$ cat config.mk
export PLATFORM = sky130hd
export DESIGN_NAME = rst_seq_ctrl_flat
export DESIGN_NICKNAME = d
export VERILOG_FILES = /design/src/rtl/rst_seq_pkg.sv /design/src/rtl/rst_seq_ctrl_if.sv /design/src/rtl/rst_seq_ctrl_sync_debounce.sv /design/src/rtl/rst_seq_ctrl.sv /design/src/flat_wrapper.sv
export SDC_FILE = /design/constraint.sdc
export NUM_CORES = 1
export LEC_CHECK = 0
export CAP_MARGIN = 40
export CORE_ASPECT_RATIO = 0.6
export CORE_UTILIZATION = 55
export CTS_BUF_LIST = sky130_fd_sc_hd__clkbuf_4 sky130_fd_sc_hd__clkbuf_8 sky130_fd_sc_hd__clkbuf_16
export CTS_CLUSTER_DIAMETER = 120
export DETAILED_ROUTE_END_ITERATION = 16
export PLACE_DENSITY = 0.8
export SYNTH_ARGS = -nofsm -noshare
export SYNTH_HDL_FRONTEND = slang
export SYNTH_SLANG_ARGS = --single-unit
$ cat constraint.sdc
create_clock -name clock -period 2 [get_ports clock]
set_clock_uncertainty 0.1 [all_clocks]
set_input_delay 0.2 -clock clock [delete_from_list [all_inputs] [get_ports clock]]
set_output_delay 0.2 -clock clock [all_outputs]
set_load 0.02 [all_outputs]
$ cat src/rtl/rst_seq_pkg.sv
// Shared state encoding and width helper for the reset sequencer.
package rst_seq_pkg;

  localparam int STATE_W = 3;

  typedef enum logic [STATE_W-1:0] {
    ST_POR       = 3'd0,
    ST_WAIT_LOCK = 3'd1,
    ST_RELEASE   = 3'd2,
    ST_RUN       = 3'd3,
    ST_HOLD      = 3'd4
  } state_e;

  function automatic int clog2(input int value);
    int w;
    w = 0;
    while ((1 << w) < value) w++;
    return w;
  endfunction

endpackage

$ cat src/rtl/rst_seq_ctrl_if.sv
// Inputs and status outputs of the reset sequencer, grouped as one bundle.
interface rst_seq_ctrl_if #(
  parameter int NUM_DOM = 4
);
  import rst_seq_pkg::*;

  logic                 pll_lock_i;
  logic                 soft_rst_i;
  logic [NUM_DOM-1:0]   dom_rstn_o;
  logic                 por_done_o;
  logic                 lock_lost_o;
  logic [STATE_W-1:0]   state_o;
  logic                 heartbeat_o;

  modport master (
    output pll_lock_i, soft_rst_i,
    input  dom_rstn_o, por_done_o, lock_lost_o, state_o, heartbeat_o
  );

  modport slave (
    input  pll_lock_i, soft_rst_i,
    output dom_rstn_o, por_done_o, lock_lost_o, state_o, heartbeat_o
  );
endinterface

$ cat src/rtl/rst_seq_ctrl_sync_debounce.sv
// Two-flop synchroniser with optional debounce; DEBOUNCE=1 gives the bare synchroniser.
module sync_debounce
  import rst_seq_pkg::*;
#(
  parameter int DEBOUNCE = 1024
) (
  input  logic clock,
  input  logic reset,
  input  logic async_i,
  output logic level_o
);

  logic meta_q, sync_q;

  always_ff @(posedge clock) begin
    if (!reset) begin
      meta_q <= 1'b0;
      sync_q <= 1'b0;
    end else begin
      meta_q <= async_i;
      sync_q <= meta_q;
    end
  end

  generate
    if (DEBOUNCE <= 1) begin : g_sync_only
      assign level_o = sync_q;
    end else begin : g_debounce
      localparam int DB_W = clog2(DEBOUNCE);
      logic [DB_W-1:0] cnt_q, cnt_d;
      logic            level_q, level_d;

      // Counter only runs while the input disagrees with the held level.
      always_comb begin
        cnt_d   = '0;
        level_d = level_q;
        if (sync_q != level_q) begin
          if (cnt_q == DB_W'(DEBOUNCE - 1)) level_d = sync_q;
          else                              cnt_d   = cnt_q + DB_W'(1);
        end
      end

      always_ff @(posedge clock) begin
        if (!reset) begin
          cnt_q   <= '0;
          level_q <= 1'b0;
        end else begin
          cnt_q   <= cnt_d;
          level_q <= level_d;
        end
      end

      assign level_o = level_q;
    end
  endgenerate

endmodule

$ cat src/rtl/rst_seq_ctrl.sv
// Power-on / PLL-lock qualified reset sequencer with staggered domain release.
module rst_seq_ctrl
  import rst_seq_pkg::*;
#(
  parameter int NUM_DOM     = 4,
  parameter int POR_CYCLES  = 40000000,
  parameter int LOCK_STABLE = 256,
  parameter int STAGGER     = 16,
  parameter int DEBOUNCE    = 1024,
  parameter int HOLD_CYCLES = 64,
  parameter int HB_BIT      = 21,
  parameter int CNT_W       = 32
) (
  input logic           clock,
  input logic           reset,
  rst_seq_ctrl_if.slave bus
);

  localparam int IDX_W = (NUM_DOM > 1) ? clog2(NUM_DOM) : 1;
  localparam int HB_W  = HB_BIT + 1;

  localparam logic [CNT_W-1:0] POR_LAST  = CNT_W'(POR_CYCLES - 1);
  localparam logic [CNT_W-1:0] LOCK_LAST = CNT_W'(LOCK_STABLE - 1);
  localparam logic [CNT_W-1:0] STAG_LAST = CNT_W'(STAGGER - 1);
  localparam logic [CNT_W-1:0] HOLD_LAST = CNT_W'(HOLD_CYCLES - 1);
  localparam logic [IDX_W-1:0] IDX_LAST  = IDX_W'(NUM_DOM - 1);

  logic lock_sync, soft_lvl, soft_lvl_q, soft_req;

  state_e             state_q, state_d;
  logic [CNT_W-1:0]   cnt_q, cnt_d;
  logic [IDX_W-1:0]   idx_q, idx_d;
  logic [NUM_DOM-1:0] dom_q, dom_d;
  logic               por_done_q, por_done_d;
  logic               lock_lost_q, lock_lost_d;
  logic [HB_W-1:0]    hb_q;

  sync_debounce #(.DEBOUNCE(1)) u_lock_sync (
    .clock   (clock),
    .reset   (reset),
    .async_i (bus.pll_lock_i),
    .level_o (lock_sync)
  );

  sync_debounce #(.DEBOUNCE(DEBOUNCE)) u_soft_db (
    .clock   (clock),
    .reset   (reset),
    .async_i (bus.soft_rst_i),
    .level_o (soft_lvl)
  );

  assign soft_req = soft_lvl & ~soft_lvl_q;

  always_ff @(posedge clock) begin
    if (!reset) begin
      state_q     <= ST_POR;
      cnt_q       <= '0;
      idx_q       <= '0;
      dom_q       <= '0;
      por_done_q  <= 1'b0;
      lock_lost_q <= 1'b0;
      soft_lvl_q  <= 1'b0;
      hb_q        <= '0;
    end else begin
      state_q     <= state_d;
      cnt_q       <= cnt_d;
      idx_q       <= idx_d;
      dom_q       <= dom_d;
      por_done_q  <= por_done_d;
      lock_lost_q <= lock_lost_d;
      soft_lvl_q  <= soft_lvl;
      hb_q        <= hb_q + HB_W'(1);
    end
  end

  always_comb begin
    state_d = state_q;
    cnt_d   = cnt_q;
    idx_d   = idx_q;
    case (state_q)
      ST_POR: begin
        if (cnt_q == POR_LAST) begin
          state_d = ST_WAIT_LOCK;
          cnt_d   = '0;
        end else begin
          cnt_d = cnt_q + CNT_W'(1);
        end
      end
      ST_WAIT_LOCK: begin
        if (!lock_sync) begin
          cnt_d = '0;
        end else if (cnt_q == LOCK_LAST) begin
          state_d = ST_RELEASE;
          cnt_d   = '0;
          idx_d   = '0;
        end else begin
          cnt_d = cnt_q + CNT_W'(1);
        end
      end
      ST_RELEASE, ST_RUN: begin
        // Re-entry wins over any release progress in the same cycle.
        if (soft_req || !lock_sync) begin
          state_d = ST_HOLD;
          cnt_d   = '0;
        end else if (state_q == ST_RELEASE) begin
          if (idx_q == IDX_LAST) begin
            state_d = ST_RUN;
          end else if (cnt_q == STAG_LAST) begin
            idx_d = idx_q + IDX_W'(1);
            cnt_d = '0;
          end else begin
            cnt_d = cnt_q + CNT_W'(1);
          end
        end
      end
      ST_HOLD: begin
        if (soft_req) begin
          cnt_d = '0;
        end else if (cnt_q == HOLD_LAST) begin
          state_d = ST_WAIT_LOCK;
          cnt_d   = '0;
        end else begin
          cnt_d = cnt_q + CNT_W'(1);
        end
      end
      default: begin
        state_d = ST_POR;
        cnt_d   = '0;
        idx_d   = '0;
      end
    endcase
  end

  // Outputs are decoded from the next state so they register alongside it.
  always_comb begin
    dom_d = '0;
    case (state_d)
      ST_RUN: dom_d = '1;
      ST_RELEASE: begin
        for (int i = 0; i < NUM_DOM; i++) dom_d[i] = (IDX_W'(i) <= idx_d);
      end
      default: dom_d = '0;
    endcase
    por_done_d  = por_done_q | (state_d != ST_POR);
    lock_lost_d = lock_lost_q |
                  (((state_q == ST_RELEASE) || (state_q == ST_RUN)) && !lock_sync);
  end

  assign bus.dom_rstn_o  = dom_q;
  assign bus.por_done_o  = por_done_q;
  assign bus.lock_lost_o = lock_lost_q;
  assign bus.state_o     = state_q;
  assign bus.heartbeat_o = hb_q[HB_BIT];

endmodule

$ cat src/flat_wrapper.sv
// flat-port wrapper written by rule: the top's interface ports become plain ports
module rst_seq_ctrl_flat import rst_seq_pkg::*;
#(
  parameter int NUM_DOM     = 4,
  parameter int POR_CYCLES  = 40000000,
  parameter int LOCK_STABLE = 256,
  parameter int STAGGER     = 16,
  parameter int DEBOUNCE    = 1024,
  parameter int HOLD_CYCLES = 64,
  parameter int HB_BIT      = 21,
  parameter int CNT_W       = 32
)
  (clock, reset, bus_pll_lock_i, bus_soft_rst_i, bus_dom_rstn_o, bus_por_done_o, bus_lock_lost_o, bus_state_o, bus_heartbeat_o);
  rst_seq_ctrl_if #(.NUM_DOM(NUM_DOM)) bus_i ();
  input logic clock;
  input logic reset;
  input wire logic [$bits(bus_i.pll_lock_i)-1:0] bus_pll_lock_i;
  input wire logic [$bits(bus_i.soft_rst_i)-1:0] bus_soft_rst_i;
  output wire logic [$bits(bus_i.dom_rstn_o)-1:0] bus_dom_rstn_o;
  output wire logic [$bits(bus_i.por_done_o)-1:0] bus_por_done_o;
  output wire logic [$bits(bus_i.lock_lost_o)-1:0] bus_lock_lost_o;
  output wire logic [$bits(bus_i.state_o)-1:0] bus_state_o;
  output wire logic [$bits(bus_i.heartbeat_o)-1:0] bus_heartbeat_o;
  assign bus_i.pll_lock_i = bus_pll_lock_i;
  assign bus_i.soft_rst_i = bus_soft_rst_i;
  assign bus_dom_rstn_o = bus_i.dom_rstn_o;
  assign bus_por_done_o = bus_i.por_done_o;
  assign bus_lock_lost_o = bus_i.lock_lost_o;
  assign bus_state_o = bus_i.state_o;
  assign bus_heartbeat_o = bus_i.heartbeat_o;
  rst_seq_ctrl #(.NUM_DOM(NUM_DOM), .POR_CYCLES(POR_CYCLES), .LOCK_STABLE(LOCK_STABLE), .STAGGER(STAGGER), .DEBOUNCE(DEBOUNCE), .HOLD_CYCLES(HOLD_CYCLES), .HB_BIT(HB_BIT), .CNT_W(CNT_W)) u_core (.clock(clock), .reset(reset), .bus(bus_i));
endmodule
==> results.toml <==
[clocking]
cts-buffers-inserted = 9
clockBufferDepth = 2
clk-insertion-delay-late_ns = 0.34
cts.htree.levels = 3
clockRootBuffer = "clkbuf_16"
path_clk_slew_ns = 0.06
clock_sinks = 81
ctsHoldBuffers = 0
cts_tree = "yes"

[die]
fp.dieH_um = 66.3
die_w_um = 109
core_area_um2 = 6680
ios = 14
placementRows = 23
dieArea_um2 = 7240
start_util_pct = 56.8

[sta]
setup_viol = 37
slew_headroom_pct = 62.2
max_freq_mhz = 435
min_period_ns = 2.30
hold_slack_ns = 0.336
rsz0062_at_grt = "true"
tightest_slew_ns = 0.563
finalHoldViolCount = 0
worst_slack_ns = -0.300
slew_viol_final = 0
finalCritPeriodShare_pct = 115

[layout]
design_area_um2 = 5120
syn2layout_area_growth_pct = 35.0
num-fill-cells = 453
diodes = 0
multi_input_area_um2 = 2270
drive_above_1_share_pct = 30.8
seq_area_um2 = 1640
nets = 527

[power]
cellLeakagePower_nw = 1.92
power_density_nw_per_um2 = 658
finalPower_w = 0.00337
irDropWorstVdd_mv = 0.605

[synth]
ys_ff_latch = 81
synth_nets = 439
synth_area_um2 = 3790
syn_area_per_cell_um2 = 8.79
yosys.cell_types.count = 50
synth_edf_count = 0
synthFlopType = "dfxtp_1"
synth_area_leader_cell = "dfxtp_1"
yosysWarningCount = 0
synth_top_area_share_pct = 42.8
synthArstFlopShare_pct = 0
yosysSeqAreaShare_pct = 42.8
synth_cells = 431
yosys-top-cells-area = "dfxtp_1 43%, xnor2_1 8.6%, nor2_1 6.0%"

[global_routing]
antenna_found_initial = 0
grt_pass1_vias = 3327
grt_pass1_wl_um = 15800
overflow = 0
grt_use_total_pct = 29.1
grt_max_degree = 26

[worst_setup_path]
end_kind = "flop"
path_class = "flop to flop"
cp.arrival_ns = 2.43
cp_max_fo = 8
cp-start-kind = "flop"
r2r_setup_slack_ns = -0.30
cp.required_ns = 2.13

[drt]
drt_iter0_drc = 244
postRouteAntennaNets = 0
remaining_drc_errors = 0
drt-total-wl_um = 9620
drt-pass1-iter-count = 4
viasPerCell = 5.53
avgRoutedWirePerCell_um = 15.8
vias = 3371

[placement]
place_ws_ns = -0.168
port_buffers = 13
dpl.hpwl_um = 6300
gp_congestion = 0.850
post_dp_cell_area_um2 = 4530

[run_status]
run_status = "finished, violations left"
violations = "negative setup slack"

[min_path]
hp-class = "flop to flop"

[flow_run]
maxCapViolCount = 0
-- synthesized netlist by cell type (all sizes together) (4+ instances only) --
cell type,instances
nand4,16
and4,6
dfxtp,81
or3,7
a21boi,7
xor2,18
or2,4
ha,4
nand3,20
nor3,16
and2,25
clkbuf,7
o21ai,10
nor2,61
inv,11
and3,8
buf,7
nor2b,6
nor4,14
a21oi,5
nand2,32
xnor2,37
-- through the flow --
step	setup TNS, ns	util [%]	cells
floorplan	-3.16	-	431
global placement	-3.52	67.8	587
CTS	-5.30	74.8	608
finish	-9.14	76.6	610
detailed placement	-5.73	67.8	587
global route	-9.81	76.6	610
-- per-layer routing --
layer,up-vias,part of all wire [%],wire length [µm],global-route usage [%]
met5,-,0,0,0
met4,0,2.1,200,10.3
met3,24,5.1,495,7.78
met2,79,45,4360,46.5
met1,1607,47,4570,37.8
li1,1661,-,-,-
-- sequential cells by signal, summed over array words and instances, names as in the netlist --
name / flops
u_core.u_soft_db.level_o: 1
u_core.bus.state_o: 3
u_core.bus.dom_rstn_o: 4
u_core.cnt_q: 32
u_core.hb_q: 22
u_core.u_soft_db.g_debounce.cnt_q: 10
u_core.soft_lvl_q: 1
u_core.u_lock_sync.level_o: 1
u_core.u_lock_sync.meta_q: 1
u_core.bus.lock_lost_o: 1
u_core.bus.por_done_o: 1
u_core.u_soft_db.sync_q: 1
u_core.u_soft_db.meta_q: 1
u_core.idx_q: 2
-- layout by cell type (no fill, tap or decap), drive strengths merged, types with 2 or more instances in the layout --
cell type / synthesis / routed
and3: 8 / 8
clkdlybuf4s50: 0 / 13
and4: 6 / 6
nor2: 61 / 61
o211ai: 2 / 2
or4: 2 / 2
nand3b: 2 / 2
xnor2: 37 / 37
a31oi: 2 / 2
clkbuf: 7 / 11
clkinvlp: 0 / 3
a31o: 2 / 2
and2: 25 / 25
o21ai: 10 / 10
a21boi: 7 / 7
nand3: 20 / 20
xor2: 18 / 18
dfxtp: 81 / 81
nor4: 14 / 14
nor3b: 2 / 2
ha: 4 / 4
buf: 7 / 77
a21oi: 5 / 5
o31ai: 3 / 3
or3: 7 / 7
nand2: 32 / 32
nor2b: 6 / 6
and4b: 2 / 2
nor3: 16 / 16
or2: 4 / 4
nor4b: 2 / 2
nand4: 16 / 16
o22ai: 3 / 3
inv: 11 / 11
-- power breakdown --
| part | switching [W] | internal [W] |
|---|---|---|
| sequential | 0.0000147 | 0.00163 |
| clock | 0.000631 | 0.000970 |
| combinational | 0.0000602 | 0.0000628 |
-- critical path, cell delays in order, from the launching register on --
cell,delay (ns)
dfxtp_2,0.32
buf_4,0.13
buf_4,0.13
nor4_1,0.49
nor4b_2,0.33
a21oi_2,0.09
o31ai_4,0.24
buf_6,0.16
clkbuf_16,0.15
nor2_1,0.05
-- final cells by class --
class	count	share of cell area [%]
multi-input cells	325	44.4
flip-flops and latches	81	32.0
repair buffers	91	14.9
inverters	11	0.807
clock inverters	5	1.12
clock buffers	10	4.55
well taps	87	2.13
-- worst paths after layout --
path                                   to  cells after the start                    start
hold / removal    u_core.u_soft_db.sync_q                      1  u_core.u_soft_db.meta_q
setup reg to reg         u_core.cnt_q[28]                      9          u_core.cnt_q[6]
hold reg to reg   u_core.u_soft_db.sync_q                      1  u_core.u_soft_db.meta_q
setup / recovery         u_core.cnt_q[28]                      9          u_core.cnt_q[6]
-- cell families (layout without fill, tap and decap cells) --
| family | count (synthesis) | in the layout | synth area share [%] |
|---|---|---|---|
| xor gates and xnor gates | 55 | 55 | 12.7 |
| DFF | 81 | 81 | 42.8 |
| AOI/OAI and AO/OA | 38 | 38 | 7.07 |
| and+or+nand+nor | 228 | 228 | 32.8 |
| buffers and inverters | 25 | 117 | 3.37 |
| adders and majority gates | 4 | 4 | 1.32 |
-- repair_timing --
item	CTS	global route
endpoints found under the setup margin	42	42
hold endpoints to repair	0	0
gates cloned	1	1
pin swaps	12	12
resized for setup	26	32
buffers inserted	5	4
No activity file was read; power rests on OpenSTA's default activity.
